## src/rtl/s_key_scheduler_if.sv

```systemverilog
// S-memory port and control bundle for the RC4 key-scheduling stage.
// The master side is the scheduler; the slave side is the RAM/controller environment.
interface s_key_scheduler_if;
  logic        start;
  logic [23:0] secret_key;
  logic [7:0]  q;
  logic [7:0]  address;
  logic [7:0]  data;
  logic        s_mem_wren;
  logic        done;

  modport master (
    input  start, secret_key, q,
    output address, data, s_mem_wren, done
  );

  modport slave (
    output start, secret_key, q,
    input  address, data, s_mem_wren, done
  );
endinterface

```

## src/rtl/s_key_scheduler.sv

```systemverilog
// RC4 KSA swap loop over a 256x8 single-port S memory with registered address.
// Optional macro KSA_SKIP_EQUAL_EN skips the read/swap of s[j] when j equals i.
module s_key_scheduler #(
  parameter int unsigned KEY_LEN = 3
) (
  input logic                clk,
  input logic                rst,
  s_key_scheduler_if.master  mem_bus
);

  typedef enum logic [3:0] {
    StIdle, StRdI, StWtI, StRdJ, StWtJ, StWrI, StWrJ, StNext, StDone
  } state_e;

  state_e      state_q, state_d;
  logic [7:0]  i_q, i_d;
  logic [7:0]  j_q, j_d;
  logic [1:0]  k_q, k_d;
  logic [7:0]  si_q, si_d;
  logic [7:0]  sj_q, sj_d;
  logic [23:0] key_q, key_d;

  logic [7:0]  key_byte;
  logic [7:0]  j_sum;
  logic [7:0]  addr;
  logic [7:0]  wdata;
  logic        wren;
  logic        done_pulse;

  always_ff @(posedge clk) begin
    if (!rst) begin
      state_q <= StIdle;
      i_q     <= 8'd0;
      j_q     <= 8'd0;
      k_q     <= 2'd0;
      si_q    <= 8'd0;
      sj_q    <= 8'd0;
      key_q   <= 24'd0;
    end else begin
      state_q <= state_d;
      i_q     <= i_d;
      j_q     <= j_d;
      k_q     <= k_d;
      si_q    <= si_d;
      sj_q    <= sj_d;
      key_q   <= key_d;
    end
  end

  always_comb begin
    case (k_q)
      2'd0:    key_byte = key_q[23:16];
      2'd1:    key_byte = key_q[15:8];
      default: key_byte = key_q[7:0];
    endcase
  end

  assign j_sum = j_q + mem_bus.q + key_byte;

  always_comb begin
    state_d    = state_q;
    i_d        = i_q;
    j_d        = j_q;
    k_d        = k_q;
    si_d       = si_q;
    sj_d       = sj_q;
    key_d      = key_q;
    addr       = 8'd0;
    wdata      = 8'd0;
    wren       = 1'b0;
    done_pulse = 1'b0;

    case (state_q)
      StIdle: begin
        if (mem_bus.start) begin
          key_d   = mem_bus.secret_key;
          i_d     = 8'd0;
          j_d     = 8'd0;
          k_d     = 2'd0;
          state_d = StRdI;
        end
      end
      StRdI: begin
        addr    = i_q;
        state_d = StWtI;
      end
      StWtI: begin
        addr    = i_q;
        si_d    = mem_bus.q;
        j_d     = j_sum;
`ifdef KSA_SKIP_EQUAL_EN
        state_d = (j_sum == i_q) ? StNext : StRdJ;
`else
        state_d = StRdJ;
`endif
      end
      StRdJ: begin
        addr    = j_q;
        state_d = StWtJ;
      end
      StWtJ: begin
        addr    = j_q;
        sj_d    = mem_bus.q;
        state_d = StWrI;
      end
      StWrI: begin
        addr    = i_q;
        wdata   = sj_q;
        wren    = 1'b1;
        state_d = StWrJ;
      end
      // Written last so an i==j swap leaves the original value in place.
      StWrJ: begin
        addr    = j_q;
        wdata   = si_q;
        wren    = 1'b1;
        state_d = StNext;
      end
      StNext: begin
        if (i_q == 8'hFF) begin
          state_d = StDone;
        end else begin
          i_d     = i_q + 8'd1;
          k_d     = (k_q == 2'(KEY_LEN - 1)) ? 2'd0 : k_q + 2'd1;
          state_d = StRdI;
        end
      end
      StDone: begin
        done_pulse = 1'b1;
        state_d    = StIdle;
      end
      default: state_d = StIdle;
    endcase
  end

  assign mem_bus.address    = addr;
  assign mem_bus.data       = wdata;
  assign mem_bus.s_mem_wren = wren;
  assign mem_bus.done       = done_pulse;

endmodule

```

## src/flat_wrapper.sv

```systemverilog
// flat-port wrapper written by rule: the top's interface ports become plain ports
module s_key_scheduler_flat 
#(
  parameter int unsigned KEY_LEN = 3
)
  (clk, rst, mem_bus_start, mem_bus_secret_key, mem_bus_q, mem_bus_address, mem_bus_data, mem_bus_s_mem_wren, mem_bus_done);
  s_key_scheduler_if mem_bus_i ();
  input logic clk;
  input logic rst;
  input wire logic [$bits(mem_bus_i.start)-1:0] mem_bus_start;
  input wire logic [$bits(mem_bus_i.secret_key)-1:0] mem_bus_secret_key;
  input wire logic [$bits(mem_bus_i.q)-1:0] mem_bus_q;
  output wire logic [$bits(mem_bus_i.address)-1:0] mem_bus_address;
  output wire logic [$bits(mem_bus_i.data)-1:0] mem_bus_data;
  output wire logic [$bits(mem_bus_i.s_mem_wren)-1:0] mem_bus_s_mem_wren;
  output wire logic [$bits(mem_bus_i.done)-1:0] mem_bus_done;
  assign mem_bus_i.start = mem_bus_start;
  assign mem_bus_i.secret_key = mem_bus_secret_key;
  assign mem_bus_i.q = mem_bus_q;
  assign mem_bus_address = mem_bus_i.address;
  assign mem_bus_data = mem_bus_i.data;
  assign mem_bus_s_mem_wren = mem_bus_i.s_mem_wren;
  assign mem_bus_done = mem_bus_i.done;
  s_key_scheduler #(.KEY_LEN(KEY_LEN)) u_core (.clk(clk), .rst(rst), .mem_bus(mem_bus_i));
endmodule
```

## config.mk

```make
export PLATFORM = sky130hd
export DESIGN_NAME = s_key_scheduler_flat
export DESIGN_NICKNAME = d
export VERILOG_FILES = /design/src/rtl/s_key_scheduler_if.sv /design/src/rtl/s_key_scheduler.sv /design/src/flat_wrapper.sv
export SDC_FILE = /design/constraint.sdc
export NUM_CORES = 1
export LEC_CHECK = 0
export CAP_MARGIN = 10
export CORE_AREA = 2 2 102 74
export CTS_CLUSTER_DIAMETER = 30
export DETAILED_ROUTE_END_ITERATION = 6
export DIE_AREA = 0 0 104 76
export HOLD_SLACK_MARGIN = 0.1
export PLACE_DENSITY_LB_ADDON = 0.05
export SLEW_MARGIN = 5
export SYNTH_ARGS = -nofsm -noshare
export SYNTH_HDL_FRONTEND = slang
export SYNTH_SLANG_ARGS = --single-unit
```

## constraint.sdc

```tcl
create_clock -name clk -period 3 [get_ports clk]
set_clock_uncertainty 0.05 [all_clocks]
set_input_delay 0.6 -clock clk [delete_from_list [all_inputs] [get_ports clk]]
set_output_delay 0.6 -clock clk [all_outputs]
set_load 0.005 [all_outputs]
```

==> key figures <==
Setup path
  – Reg-to-reg slack, setup: 0.22 ns
  – Crit path from: mem_bus_q[2]
  – Worst Path Max Fanout: 3
  – Req. time, crit path: 3.22 ns
  – FF-to-FF path depth: 13
  – Critical Path Max Stage Delay: 0.56 ns
  – Worst reg2reg path endpoint: u_core.j_q[7]
  – CP endpoint: u_core.j_q[6]
  – Cell Chain, Critical Path: clkdlybuf4s50_1 -> inv_1 -> fa_1 -> inv_1 -> ha_1 -> a211oi_1 -> o21bai_1 -> a21oi_1 -> or4b_1 -> nand3_1
  – CP endpoint kind: flop
  – Top cell by count, worst path: inv_1
  – Critical Path AT: 3.09 ns
  – Critical path type: in2reg
  – CP max stage cell: fa_1
  – R2R Path Start: u_core.k_q[0]
  – CP startpoint kind: primary input

Cells and area
  – Fillers: 689
  – Layout Nets: 527
  – Multi-input combinational cell area: 0.001918 mm^2
  – Sequential Area: 0.001247 mm^2
  – Layout area overhead: 28.66%
  – Final instance area: 0.004285 mm^2
  – Proportion of layout cells with a drive suffix above 1: 10.17%
  – Total inserted antenna cells: 0

Timing
  – Setup violators final: 0
  – RSZ-0062 raised after global routing: false
  – Minimum clock period: 2.871 ns
  – Worst Hold Margin: 0.4116 ns
  – Slew HR: 48.88%
  – Final hold violation count: 0
  – Worst Tran Pin Value: 0.7649 ns
  – Setup TNS: 0 ns
  – Period utilisation layout: 95.69%
  – Max Fclk: 348.4 MHz
  – Worst setup margin: 0.1294 ns
  – Fin. max-slew vios: 0

Logic synthesis
  – Post-synth top area cell: dfxtp_1
  – Cell variety after synth: 42
  – Synthesized flop and latch total: 62
  – Syn nets: 468
  – Async SR Flop Fraction: 0%
  – Avg Cell Area, Syn: 7.968 um^2
  – Seq/Total Area, Yosys: 37.27%
  – Primary FF master, synth: dfxtp_1
  – Syn. warnings: 0
  – Post-synth top area share: 37.27%
  – Synthesized area: 0.003331 mm^2
  – Post-synth EDFFs: 0
  – Top cells by area, synth: dfxtp_1, nand2_1, a21boi_0
  – Synthesized instance count: 418

Die
  – Core area: 0.007027 mm^2
  – Die ar.: 0.007904 mm^2
  – IO Pins: 53
  – Rows: 26
  – Chip Height: 76 um
  – Die Wd: 104 um
  – Initial Util: 47.40%

Worst hold path
  – Hold crit path type: reg2reg
  – Hold Path Depth: 2

Clocking
  – Reg clk slew, reported paths: 0.07 ns
  – Skew-Pair Late Insertion Delay: 0.33 ns
  – Clock Path Buffers: 2
  – CTS sink cnt: 62
  – Root buffer cell: clkbuf_8
  – H-Tree Depth: 3
  – Hold_buf cts: 0
  – CTS tree: yes
  – Cts bufs inserted: 9
  – Number of post-CTS setup repair buffers: 0
  – PostCTS Resize Cnt: 0

Global route
  – Met3 Use GR: 5.646%
  – Grt peak-use layer: met2
  – Met2 usage: 32.30%
  – Initial antenna violation count: 0
  – Vias in the first global route: 2876
  – First-pass GRT wire length: 14050 um
  – Largest net degree at the start of global routing: 45
  – GR Util met1: 32.29%
  – Gr usage total: 21.71%
  – GR Overflow Total: 0

Placement
  – PortBufs: 52
  – DP Area: 0.004024 mm^2
  – DP Worst Slack: -0.3089 ns
  – Final HPWL DP: 5912 um
  – Gp weighted congestion: 0.8461

Route
  – Starting DRC count in detailed routing: 130
  – Total Wirelength: 7995 um
  – Drt first pass iters: 5
  – Vias after detailed routing: 2918
  – Wirelength per Cell: 13.78 um
  – Vias/cell: 5.031
  – Antenna violation net count after detailed routing: 0
  – DR DRC count: 0

Power and ir drop
  – Comb power frac: 17.8%
  – VDD IR max: 203.6 uV
  – Int Pwr: 1.510 mW
  – Clock share of power: 38.3%
  – Psw: 0.5410 mW
  – Register share of total power: 43.9%
  – PwrDens: 478.7 mW/mm^2
  – Net Sw Frac: 26.37%
  – Static leakage: 1.597 nW

Status
  – Status: finished clean

Run
  – Max-cap violation count: 0
per-stage QoR:
step / power [mW] / cells / util [%]
floorplan: 1.126 / 418 / -
global route: 2.171 / 580 / 60.99
CTS: 2.068 / 580 / 60.40
finish: 2.051 / 580 / 60.99
global placement: 1.270 / 564 / 57.27
detailed placement: 1.273 / 564 / 57.27
per-layer routing:
layer | wire (um) | part of all wire, %
met3 | 358 | 4.5
met1 | 4300 | 54
met4 | 13 | 0.16
met2 | 3323 | 42
met5 | 0 | 0
cells in the final DEF, fill, tap and decap left out, types with 7 or more instances in the layout:
cell,Yosys,layout
nand2_1,91,91
dfxtp_1,62,59
clkdlybuf4s50_1,0,50
a21boi_0,43,43
nor2_1,40,40
inv_1,27,27
buf_4,0,20
a22oi_1,16,16
a21oi_1,14,13
clkbuf_8,0,13
nand3_1,10,10
mux2i_1,9,8
fa_1,8,7
cell type report:
cell class / instances / share of cell area [%]
Tap cell: 98 / 2.861
Clock inverter: 2 / 0.8759
Sequential cell: 62 / 29.11
Multi-Input combinational cell: 305 / 44.76
Timing Repair Buffer: 72 / 15.77
Inverter: 27 / 2.365
Clock buffer: 14 / 4.263
flip-flops by register name (all words and copies together) (netlist names):
signal and flops:
u_core.si_q 8, u_core.k_q 2, u_core.j_q 8, u_core.state_q 4, u_core.i_q 8, u_core.key_q 24
u_core.sj_q 8
synth_stat cells, types with 2 or more instances:
library cell  number
nand2_1           91
dfxtp_1           62
a21boi_0          43
nor2_1            40
inv_1             27
a22oi_1           16
clkbuf_1          15
a21oi_1           14
nand3_1           10
mux2i_1            9
buf_2              8
fa_1               8
ha_1               7
nor2b_1            7
nand2b_1           6
o21ai_0            6
xor2_1             6
a211oi_1           4
nand4_1            4
o21ai_1            4
xnor2_1            4
and2_1             3
nand3b_1           2
nor3_1             2
nor4b_2            2
o2111ai_1          2
worst min-delay path by stage:
stage                                 from          endpoint  slack (ns)
final                     u_core.key_q[23]  u_core.key_q[23]        0.41
after CTS                 u_core.key_q[23]  u_core.key_q[23]        0.42
after floorplan           u_core.key_q[16]  u_core.key_q[16]        0.39
after detailed placement    u_core.sj_q[1]    u_core.sj_q[1]        0.41
after global placement      u_core.sj_q[3]    u_core.sj_q[3]        0.40
after global routing       u_core.key_q[7]   u_core.key_q[7]        0.44
worst max-delay path: cells and delay by family:
kind | cells | cell delay, ns
AOI/OAI and AO/OA | 3 | 0.37
adders and majority gates | 2 | 0.85
buffers and inverters | 3 | 0.68
and+or+nand+nor | 2 | 0.58
power by group through the flow:
stage          logic [mW]  clock network [mW]  registers (mW)
3_3_place_gp        0.353                   0           0.917
4_1_cts             0.357               0.811           0.899
6_report            0.365               0.786           0.900
2_1_floorplan       0.225                   0           0.901
3_5_place_dp        0.356                   0           0.918
5_1_grt             0.416               0.849           0.906
cell families (layout without fill, tap and decap cells):
kind of cell             Yosys count  in the layout  share of synthesized area (%)
multiplexers                       9              9                          2.705
adder cells (fa/ha/maj)           15             15                          7.438
AO/OA/AOI/OAI                     97             97                          20.55
buffers and inverters             51            115                          6.048
flip-flops                        62             62                          37.27
XOR/XNOR                          10             10                          2.629
AND/OR/NAND/NOR                  174            174                          23.37
Note: power is estimated with default switching activity, not from simulation.
